<file path="config.mk">
export PLATFORM = sky130hd
export DESIGN_NAME = spi_master_cfg
export DESIGN_NICKNAME = d
export VERILOG_FILES = /design/src/rtl/spi_pkg.sv /design/src/rtl/spi_clkgen.sv /design/src/rtl/spi_master_cfg.sv
export SDC_FILE = /design/constraint.sdc
export NUM_CORES = 1
export LEC_CHECK = 0
export ABC_CLOCK_PERIOD_IN_PS = 2300
export CAP_MARGIN = 10
export CORE_ASPECT_RATIO = 1.1
export CORE_UTILIZATION = 50
export CTS_BUF_LIST = sky130_fd_sc_hd__clkbuf_16
export DETAILED_ROUTE_END_ITERATION = 10
export HOLD_SLACK_MARGIN = 0.03
export PLACE_DENSITY = 0.69
export SYNTH_ARGS = -nofsm -noshare
export SYNTH_HDL_FRONTEND = slang
export SYNTH_SLANG_ARGS = --single-unit
export TNS_END_PERCENT = 30
</file>
<file path="constraint.sdc">
create_clock -name clk -period 2.3 [get_ports clk]
set_input_delay 0.46 -clock clk [delete_from_list [all_inputs] [get_ports clk]]
set_output_delay 0.46 -clock clk [all_outputs]
set_load 0.1 [all_outputs]
</file>
<file path="src/rtl/spi_pkg.sv">
// spi_pkg: shared state type and width helpers for spi_master_cfg.
package spi_pkg;

  // ss_idx is never narrower than this, even with a single slave line
  localparam int MIN_SS_W = 1;

  typedef enum logic [1:0] {
    IDLE  = 2'd0,
    SETUP = 2'd1,
    SHIFT = 2'd2,
    HOLD  = 2'd3
  } spi_state_e;

  function automatic int ss_width(input int num_ss);
    return (num_ss > 1) ? $clog2(num_ss) : MIN_SS_W;
  endfunction

endpackage

</file>
<file path="src/rtl/spi_clkgen.sv">
// spi_clkgen: half-period timer and SCLK generator for spi_master_cfg.
// The timer is a down-counter that reloads at zero; every expiry while the
// master is active is a tick. Ticks during SHIFT become alternating
// leading/trailing SCLK edges, reported as one-cycle strobes.
module spi_clkgen #(
  parameter int DATA_W = 8,
  parameter int DIV_W  = 8
) (
  input  logic             clk,
  input  logic             rst_n,
  input  logic             i_start,
  input  logic             i_run,
  input  logic             i_shift,
  input  logic [DIV_W-1:0] i_div_load,
  input  logic [DIV_W-1:0] i_div,
  input  logic             i_cpol_idle,
  input  logic             i_cpol,
  output logic             o_sclk,
  output logic             o_tick,
  output logic             o_lead_stb,
  output logic             o_trail_stb,
  output logic             o_done
);

  localparam int EC_W = $clog2(2 * DATA_W);
  localparam logic [EC_W-1:0] LAST_EDGE = EC_W'(2 * DATA_W - 1);

  logic [DIV_W-1:0] r_cnt;
  logic [EC_W-1:0]  r_edge_cnt;
  logic             r_sclk;
  logic             w_tick;
  logic             w_edge;

  assign w_tick      = i_run && (r_cnt == '0);
  assign w_edge      = w_tick && i_shift;
  assign o_tick      = w_tick;
  assign o_lead_stb  = w_edge && !r_edge_cnt[0];
  assign o_trail_stb = w_edge && r_edge_cnt[0];
  assign o_done      = w_edge && (r_edge_cnt == LAST_EDGE);
  assign o_sclk      = r_sclk;

  // Half-period down-counter: loaded at accept, reloads from the latched divider at zero
  always_ff @(posedge clk or negedge rst_n) begin
    if (!rst_n)
      r_cnt <= '0;
    else if (i_start)
      r_cnt <= i_div_load;
    else if (i_run)
      r_cnt <= (r_cnt == '0) ? i_div : r_cnt - 1'b1;
  end

  // Count SCLK edges within SHIFT; even count means the next edge is leading
  always_ff @(posedge clk or negedge rst_n) begin
    if (!rst_n)
      r_edge_cnt <= '0;
    else if (i_start)
      r_edge_cnt <= '0;
    else if (w_edge)
      r_edge_cnt <= r_edge_cnt + 1'b1;
  end

  // SCLK follows the live cpol input while idle, toggles on strobes otherwise
  always_ff @(posedge clk or negedge rst_n) begin
    if (!rst_n)
      r_sclk <= 1'b0;
    else if (!i_run)
      r_sclk <= i_cpol_idle;
    else if (o_lead_stb)
      r_sclk <= !i_cpol;
    else if (o_trail_stb)
      r_sclk <= i_cpol;
  end

endmodule

</file>
<file path="src/rtl/spi_master_cfg.sv">
// spi_master_cfg: SPI master, configurable word width, SCLK divider,
// CPOL/CPHA mode and one-hot slave select.
// Optional build macro SPI_LSB_FIRST_EN adds the lsb_first input.
//
// state | meaning
// IDLE  | tx_ready high, sclk tracks cpol input, waiting for a word
// SETUP | slave selected, one half-period before the first SCLK edge
// SHIFT | 2*DATA_W SCLK edges, sample/drive per CPHA
// HOLD  | one half-period with sclk at cpol and slave still selected
module spi_master_cfg
  import spi_pkg::*;
#(
  parameter  int DATA_W = 8,
  parameter  int NUM_SS = 4,
  parameter  int DIV_W  = 8,
  localparam int SS_W   = ss_width(NUM_SS)
) (
  input  logic              clk,
  input  logic              rst_n,
  input  logic [DATA_W-1:0] tx_data,
  input  logic              tx_valid,
  output logic              tx_ready,
  input  logic [SS_W-1:0]   ss_idx,
  input  logic [DIV_W-1:0]  clk_div,
  input  logic              cpol,
  input  logic              cpha,
`ifdef SPI_LSB_FIRST_EN
  input  logic              lsb_first,
`endif
  output logic              sclk,
  output logic              mosi,
  input  logic              miso,
  output logic [NUM_SS-1:0] ss_n,
  output logic [DATA_W-1:0] rx_data,
  output logic              rx_valid,
  output logic              busy
);

  localparam int BC_W = $clog2(DATA_W + 1);
  localparam logic [BC_W-1:0] ALL_BITS = BC_W'(DATA_W);

  spi_state_e        r_state;
  logic [DATA_W-1:0] r_tx_sr;
  logic [DATA_W-1:0] r_rx_sr;
  logic [BC_W-1:0]   r_bit_cnt;
  logic [DIV_W-1:0]  r_div;
  logic              r_cpol;
  logic              r_cpha;
  logic              r_mosi;
  logic [NUM_SS-1:0] r_ss_n;
  logic [DATA_W-1:0] r_rx_data;
  logic              r_rx_valid;
  logic              r_tx_ready;
  logic              r_busy;

  logic              w_accept;
  logic              w_tick;
  logic              w_lead;
  logic              w_trail;
  logic              w_done;
  logic              w_sample;
  logic              w_drive;
  logic [NUM_SS-1:0] w_ss_sel;
  logic [DATA_W-1:0] w_tx_word;
  logic [DATA_W-1:0] w_rx_word;

  assign w_accept = (r_state == IDLE) && r_tx_ready && tx_valid;

  // CPHA=0 samples on leading edges; the final trailing edge carries no new bit
  assign w_sample = r_cpha ? w_trail : w_lead;
  assign w_drive  = r_cpha ? w_lead : (w_trail && (r_bit_cnt != ALL_BITS));

`ifdef SPI_LSB_FIRST_EN
  logic r_lsb;

  function automatic logic [DATA_W-1:0] bit_rev(input logic [DATA_W-1:0] d);
    for (int i = 0; i < DATA_W; i++)
      bit_rev[i] = d[DATA_W-1-i];
  endfunction

  // LSB-first reuses the MSB-first shifters by reversing the word at both ends
  assign w_tx_word = lsb_first ? bit_rev(tx_data) : tx_data;
  assign w_rx_word = r_lsb ? bit_rev(r_rx_sr) : r_rx_sr;

  // Bit order is frozen at accept like the rest of the configuration
  always_ff @(posedge clk or negedge rst_n) begin
    if (!rst_n)
      r_lsb <= 1'b0;
    else if (w_accept)
      r_lsb <= lsb_first;
  end
`else
  assign w_tx_word = tx_data;
  assign w_rx_word = r_rx_sr;
`endif

  // One-hot active-low select; an out-of-range index selects nothing
  always_comb begin
    w_ss_sel = '1;
    for (int i = 0; i < NUM_SS; i++)
      if (int'(ss_idx) == i) w_ss_sel[i] = 1'b0;
  end

  spi_clkgen #(
    .DATA_W (DATA_W),
    .DIV_W  (DIV_W)
  ) u_clkgen (
    .clk         (clk),
    .rst_n       (rst_n),
    .i_start     (w_accept),
    .i_run       (r_state != IDLE),
    .i_shift     (r_state == SHIFT),
    .i_div_load  (clk_div),
    .i_div       (r_div),
    .i_cpol_idle (cpol),
    .i_cpol      (r_cpol),
    .o_sclk      (sclk),
    .o_tick      (w_tick),
    .o_lead_stb  (w_lead),
    .o_trail_stb (w_trail),
    .o_done      (w_done)
  );

  // Transfer sequencer with registered handshake, select and data outputs
  always_ff @(posedge clk or negedge rst_n) begin
    if (!rst_n) begin
      r_state    <= IDLE;
      r_tx_sr    <= '0;
      r_rx_sr    <= '0;
      r_bit_cnt  <= '0;
      r_div      <= '0;
      r_cpol     <= 1'b0;
      r_cpha     <= 1'b0;
      r_mosi     <= 1'b0;
      r_ss_n     <= '1;
      r_rx_data  <= '0;
      r_rx_valid <= 1'b0;
      r_tx_ready <= 1'b0;
      r_busy     <= 1'b0;
    end else begin
      r_rx_valid <= 1'b0;
      case (r_state)
        IDLE: begin
          if (w_accept) begin
            r_state    <= SETUP;
            r_tx_ready <= 1'b0;
            r_busy     <= 1'b1;
            r_div      <= clk_div;
            r_cpol     <= cpol;
            r_cpha     <= cpha;
            r_ss_n     <= w_ss_sel;
            r_bit_cnt  <= '0;
            r_rx_sr    <= '0;
            if (!cpha) begin
              // first bit must be on the wire before the first leading edge
              r_mosi  <= w_tx_word[DATA_W-1];
              r_tx_sr <= {w_tx_word[DATA_W-2:0], 1'b0};
            end else begin
              r_tx_sr <= w_tx_word;
            end
          end else begin
            r_tx_ready <= 1'b1;
          end
        end
        SETUP: begin
          if (w_tick) r_state <= SHIFT;
        end
        SHIFT: begin
          if (w_sample) begin
            r_rx_sr   <= {r_rx_sr[DATA_W-2:0], miso};
            r_bit_cnt <= r_bit_cnt + 1'b1;
          end
          if (w_drive) begin
            r_mosi  <= r_tx_sr[DATA_W-1];
            r_tx_sr <= {r_tx_sr[DATA_W-2:0], 1'b0};
          end
          if (w_done) r_state <= HOLD;
        end
        HOLD: begin
          if (w_tick) begin
            r_state    <= IDLE;
            r_ss_n     <= '1;
            r_rx_data  <= w_rx_word;
            r_rx_valid <= 1'b1;
            r_busy     <= 1'b0;
          end
        end
        default: r_state <= IDLE;
      endcase
    end
  end

  assign tx_ready = r_tx_ready;
  assign mosi     = r_mosi;
  assign ss_n     = r_ss_n;
  assign rx_data  = r_rx_data;
  assign rx_valid = r_rx_valid;
  assign busy     = r_busy;

endmodule

</file>
# Word-level counts from Yosys, hierarchy flattened

Index checks and enable logic that the tools add are counted.

Muxes and demuxes: 42
Reduce and logical (&&, ||, !) cells: 25
Add/subtract/negate cells: 3
Equality and inequality tests: 16

Operators with widths:

| cell                | number |
|---|---|
| $mux 8              | 8 |
| $pmux 8 s2          | 2 |
| $mux 4              | 6 |
| $mux 1              | 17 |
| $pmux 4 s2          | 2 |
| $reduce_bool 2->1   | 5 |
| $reduce_and 3->1    | 3 |
| $add 4x1->4 const B | 2 |
| $eq 2x2->1 const B  | 4 |
| $logic_and 1x1->1   | 8 |
| $logic_not 8->1     | 1 |
| $mux 2              | 4 |
| $ne 2x2->1 const B  | 4 |
| $pmux 2 s4          | 1 |
| $reduce_and 4->1    | 2 |
| $sub 8x1->8 const B | 1 |
| $ne 2x1->1 const B  | 3 |
| $eq 2x1->1 const B  | 2 |
| $eq 4x4->1 const B  | 1 |
| $logic_not 2->1     | 2 |
| $ne 4x4->1 const B  | 1 |
| $pmux 1 s2          | 2 |
| $reduce_and 2->1    | 2 |
| $ne 3x3->1 const B  | 1 |
| $logic_not 1->1     | 2 |

Bits of input ports: 24
Output and inout port bits: 17
Logic and storage cells: 102
Register bits after elaboration: 61

# Logic depth before layout (Yosys ltp)

Depth in word-level cells: 8
Depth in mapped cells: 8
Depth with buffers taken out: 6

# By module

A second synthesis with hierarchy kept.

Cell total of the unflattened synthesis: 299
Area total of the unflattened synthesis: 3188.1 um^2

By module, submodules not included:

| module         | area each (um^2) | times used | cells an instance |
|---|---|---|---|
| spi_master_cfg | 2247.2           | 1          | 198 |
| spi_clkgen     | 940.9            | 1          | 101 |

# Least setup slack after synthesis

Ideal clock, no wire load.

Path kind: register -> register
Start point: register r_tx_ready, in the netlist tx_ready
End point: register r_state[0]
Setup slack: -0.023 ns
Clock period less this slack: 2.323 ns
Setup time: 0.125 ns
Data arrival time: 2.198 ns
Buffers on the path: 0
Cell stages (with the launch flop): 5
Path through: dfrtp_1 -> nand2_1 -> a211o_1 -> a21oi_1 -> mux2_2

Cells in the longest elaborated chain, start to end: 4

RTL lines:

| element                           | RTL line              | RTL |
|---|---|---|
| from (decl)                       | spi_master_cfg.sv:53  | `logic r_tx_ready;` |
| from (signal assigned)            | spi_master_cfg.sv:138 | `r_tx_ready <= 1'b0;` |
| from (signal assigned)            | spi_master_cfg.sv:146 | `r_tx_ready <= 1'b0;` |
| from (signal assigned)            | spi_master_cfg.sv:162 | `r_tx_ready <= 1'b1;` |
| $logic_and 1x1->1 (2 in series)   | spi_master_cfg.sv:67  | `assign w_accept = (r_state == IDLE) && r_tx_ready && tx_valid;` |
| $ne 2x1->1 (no source line)       | -                     |  |
| $reduce_and 4->1 (no source line) | -                     |  |
| to (signal assigned)              | spi_master_cfg.sv:127 | `r_state <= IDLE;` |
| to (signal assigned)              | spi_master_cfg.sv:145 | `r_state <= SETUP;` |
| to (signal assigned)              | spi_master_cfg.sv:166 | `if (w_tick) r_state <= SHIFT;` |
| to (decl)                         | spi_master_cfg.sv:42  | `spi_state_e r_state;` |

Every way passes these cells.
A chain may end at the register's enable or synchronous reset.

# Worst setup path in the final report

Start point: register r_state[0]
End point: register r_state[0]

Cells in the longest elaborated chain, start to end: 6
Elaborated cells between the ends (all ways): 16
Those cells by class: eq/ne: 7; mux: 1; reduce/logical: 8

RTL lines:

| element                           | RTL line              | RTL |
|---|---|---|
| $reduce_bool 2->1                 | spi_master_cfg.sv:111 | `.i_run (r_state != IDLE),` |
| $logic_and 1x1->1                 | spi_clkgen.sv:34      | `assign w_tick = i_run && (r_cnt == '0);` |
| $logic_and 1x1->1                 | spi_clkgen.sv:35      | `assign w_edge = w_tick && i_shift;` |
| $logic_and 1x1->1                 | spi_clkgen.sv:39      | `assign o_done = w_edge && (r_edge_cnt == LAST_EDGE);` |
| $ne 2x2->1 (no source line)       | -                     |  |
| $reduce_and 4->1 (no source line) | -                     |  |

Parallel ways exist; a longest one is shown, timed or not.

==> results.toml <==
[status]
status = "complete, no violations"

[power_and_ir_drop]
power.density_mw_per_mm2 = 581
vdd_drop_max_v = 0.000374
leakage_uw = 0.00199

[clock_network]
clk_pin_slew_ns = 0.05
cts_root_buf = "clkbuf_16"
cts_tree = "yes"
cts_setup_buffers = 0
numCtsBuffers = 9
ctsHoldBuffers = 0
cts_sinks = 61
cts_max_path_buffers = 2
htreeDepth = 3
cts_resized = 0
clk_latency_ns = 0.32

[sta]
setup_tns_ns = 0
fin_crit_sh_pct = 89.8
finalWorstPathRequiredPeriod_ns = 2.06
worstMarginPinSlew_ns = 0.522
hold_viol = 0
setup_viol = 0
slew_headroom_pct = 65.1
grt_setup_unrepaired = "no"
clock_skew_ns = 0.00570
final-max-slew-violation-count = 0
fmax_mhz = 484

[die]
start_util_pct = 51.8
die_x_um = 78.4
num_io_pins = 41
dieArea_mm2 = 0.00674
die_y_um = 86.0
fp.coreArea_mm2 = 0.00619
rows = 30

[synthesis]
yosysSeqAreaShare_pct = 47.7
syn_area_per_cell_um2 = 10.4
yosysTopAreaCell = "dfrtp_1"
synth_top_area_share_pct = 44.4
synth-edff-count = 0
synth_area_leaders = "dfrtp_1, mux2i_1, nand2_1, mux2_2, ha_1"
ys.flop_type = "dfrtp_1"
syn_area_mm2 = 0.00321
syn_nets = 342
ys_seq_elements = 61
ys_warn_count = 0
synthArstFlopShare_pct = 100
yosys.cell_types.count = 47
synthCells = 308

[drt]
routed_wirelength_um = 6330
dr_total_vias = 2401
first_iter_violations = 106
route.detailed.drc = 0
wl_per_cell_um = 14.3
drtPass1Iterations = 5
ant_nets = 0
post_drt_via_cell_ratio = 5.44

[cells_and_area]
finalInstanceArea_mm2 = 0.00396
synthToLayoutAreaGrowth_pct = 23.2
antenna_cells = 0
drive_gt1_share_pct = 19.4
fin_nets = 391

[placement]
hpwl_um = 4340
io_buffers = 40
gp_congestion = 0.845
place_area_mm2 = 0.00370

[setup_path]
startpoint_type = "flop"
critPathRequiredTime_ns = 2.50
crit_path_max_fanout = 6
worstSetupPathType = "flop to flop"
cp_data_arrival_time_ns = 2.26
critPathCaptureType = "flop"

[flow_run]
drv_cap = 0

[global_routing]
grt_usage_pct = 21.7
grt_pass1_wl_um = 11400
grt_pass1_vias = 2447
gr-total-overflow = 0
antenna_found_initial = 0
grt_max_degree = 62

[hold_path]
worstHoldPathType = "primary input to async pin"
## layout make-up
class	count	area [um^2]
fill	541	2240
timing repair buffer	54	470
inverter	11	41.3
multi-input combinational	220	1560
tap	80	100
clock buffer	9	225
clock inverter	6	25.0
sequential	61	1530
## cells in the mapped netlist, types with 2 or more instances
| cell | n |
|---|---|
| a211o_1 | 2 |
| buf_2 | 4 |
| xor2_1 | 2 |
| a211oi_1 | 4 |
| o21ai_0 | 7 |
| nor4b_4 | 2 |
| a311oi_1 | 3 |
| and3_1 | 3 |
| ha_1 | 10 |
| clkbuf_1 | 9 |
| a21oi_1 | 7 |
| mux2i_1 | 34 |
| nand2_1 | 60 |
| nor4_1 | 2 |
| xnor2_1 | 6 |
| inv_1 | 11 |
| dfrtp_1 | 57 |
| nor2_1 | 19 |
| a221o_1 | 7 |
| dfstp_2 | 4 |
| mux2_2 | 14 |
| a32oi_1 | 5 |
| nor3_1 | 4 |
| nand3_1 | 8 |
| nand4_1 | 2 |
## where the power goes
group / total (uW) / internal, uW / switching (uW)
Sequential: 1080 / 1080 / 0
Clock: 1130 / 700 / 429
Combinational: 92.1 / 49.7 / 42.4
Total: 2300 / 1830 / 472
## cells in the final DEF (no fill, tap or decap), types with 2 or more instances in the layout
| master | synthesis | layout |
|---|---|---|
| a221o_1 | 7 | 7 |
| nor4b_4 | 2 | 2 |
| ha_1 | 10 | 10 |
| xnor2_1 | 6 | 6 |
| nor4_1 | 2 | 2 |
| nand2_1 | 60 | 60 |
| o21ai_0 | 7 | 7 |
| and3_1 | 3 | 3 |
| nor2_1 | 19 | 19 |
| nand3_1 | 8 | 8 |
| mux2_2 | 14 | 14 |
| clkinv_2 | 0 | 2 |
| inv_1 | 11 | 14 |
| nand4_1 | 2 | 2 |
| mux2i_1 | 34 | 34 |
| nor3_1 | 4 | 4 |
| clkdlybuf4s50_1 | 0 | 22 |
| a211o_1 | 2 | 2 |
| a21oi_1 | 7 | 7 |
| a32oi_1 | 5 | 5 |
| clkbuf_16 | 0 | 9 |
| dfrtp_1 | 57 | 56 |
| a211oi_1 | 4 | 4 |
| dfstp_2 | 4 | 4 |
| xor2_1 | 2 | 2 |
| a311oi_1 | 3 | 3 |
| buf_4 | 1 | 30 |
## layer usage
metal	vias to the layer above	GRT usage (%)	routed length (um)
li1	1185	-	-
met1	1153	29.8	3050
met2	55	32.6	2950
met3	8	4.04	242
met4	0	11.1	82
met5	-	0	0
## per-stage QoR
stage | util (%) | std cells | setup slack, ns | power [uW] | hold WS (ns)
after floorplan | - | 308 | 0.342 | 1110 | 0.164
after global placement | 59.8 | 426 | 0.298 | 1190 | 0.461
after detailed placement | 59.8 | 426 | 0.211 | 1190 | 0.465
after CTS | 63.9 | 441 | 0.238 | 2330 | 0.152
after global routing | 63.9 | 441 | 0.0775 | 2390 | 0.167
final | 63.9 | 441 | 0.235 | 2300 | 0.146
## logic make-up (layout without fill, tap and decap cells)
logic type	after synthesis	count (layout)	share of synthesized area, %
multiplexers	48	48	15.5
AND/OR/NAND/NOR	112	112	17.2
buffers and inverters	27	80	3.66
flip-flops	61	61	47.7
AO/OA/AOI/OAI	42	42	9.79
adder cells (fa/ha/maj)	10	10	3.90
XOR/XNOR	8	8	2.18
## sequential cells by signal (all words and copies together), names as in the netlist, 2 cells and up
signal / cells
rx_data: 8
r_div: 8
r_rx_sr: 8
r_tx_sr: 8
u_clkgen.r_cnt: 8
ss_n: 4
r_bit_cnt: 4
r_state: 2
u_clkgen.r_edge_cnt: 4
## final timing paths
path,startpoint,to,slack [ns],depth (start not counted)
worst max-delay path,r_state[0],r_state[0],0.24,6
min in group clk,r_div[3],r_div[3],0.48,2
worst max register to register,r_state[0],r_state[0],0.24,6
max in group asynchronous,rst_n,ss_n[3],1.86,2
worst min-delay path,rst_n,rx_data[5],0.15,2
worst min register to register,r_div[3],r_div[3],0.48,2
## critical path, cell delays in order, from the launching register on
cell,delay [ns]
dfrtp_1,0.38
inv_1,0.10
ha_1,0.26
nor4b_4,0.43
nand2_1,0.15
a21oi_1,0.24
mux2_2,0.38
(Power assumes the default switching activity.)
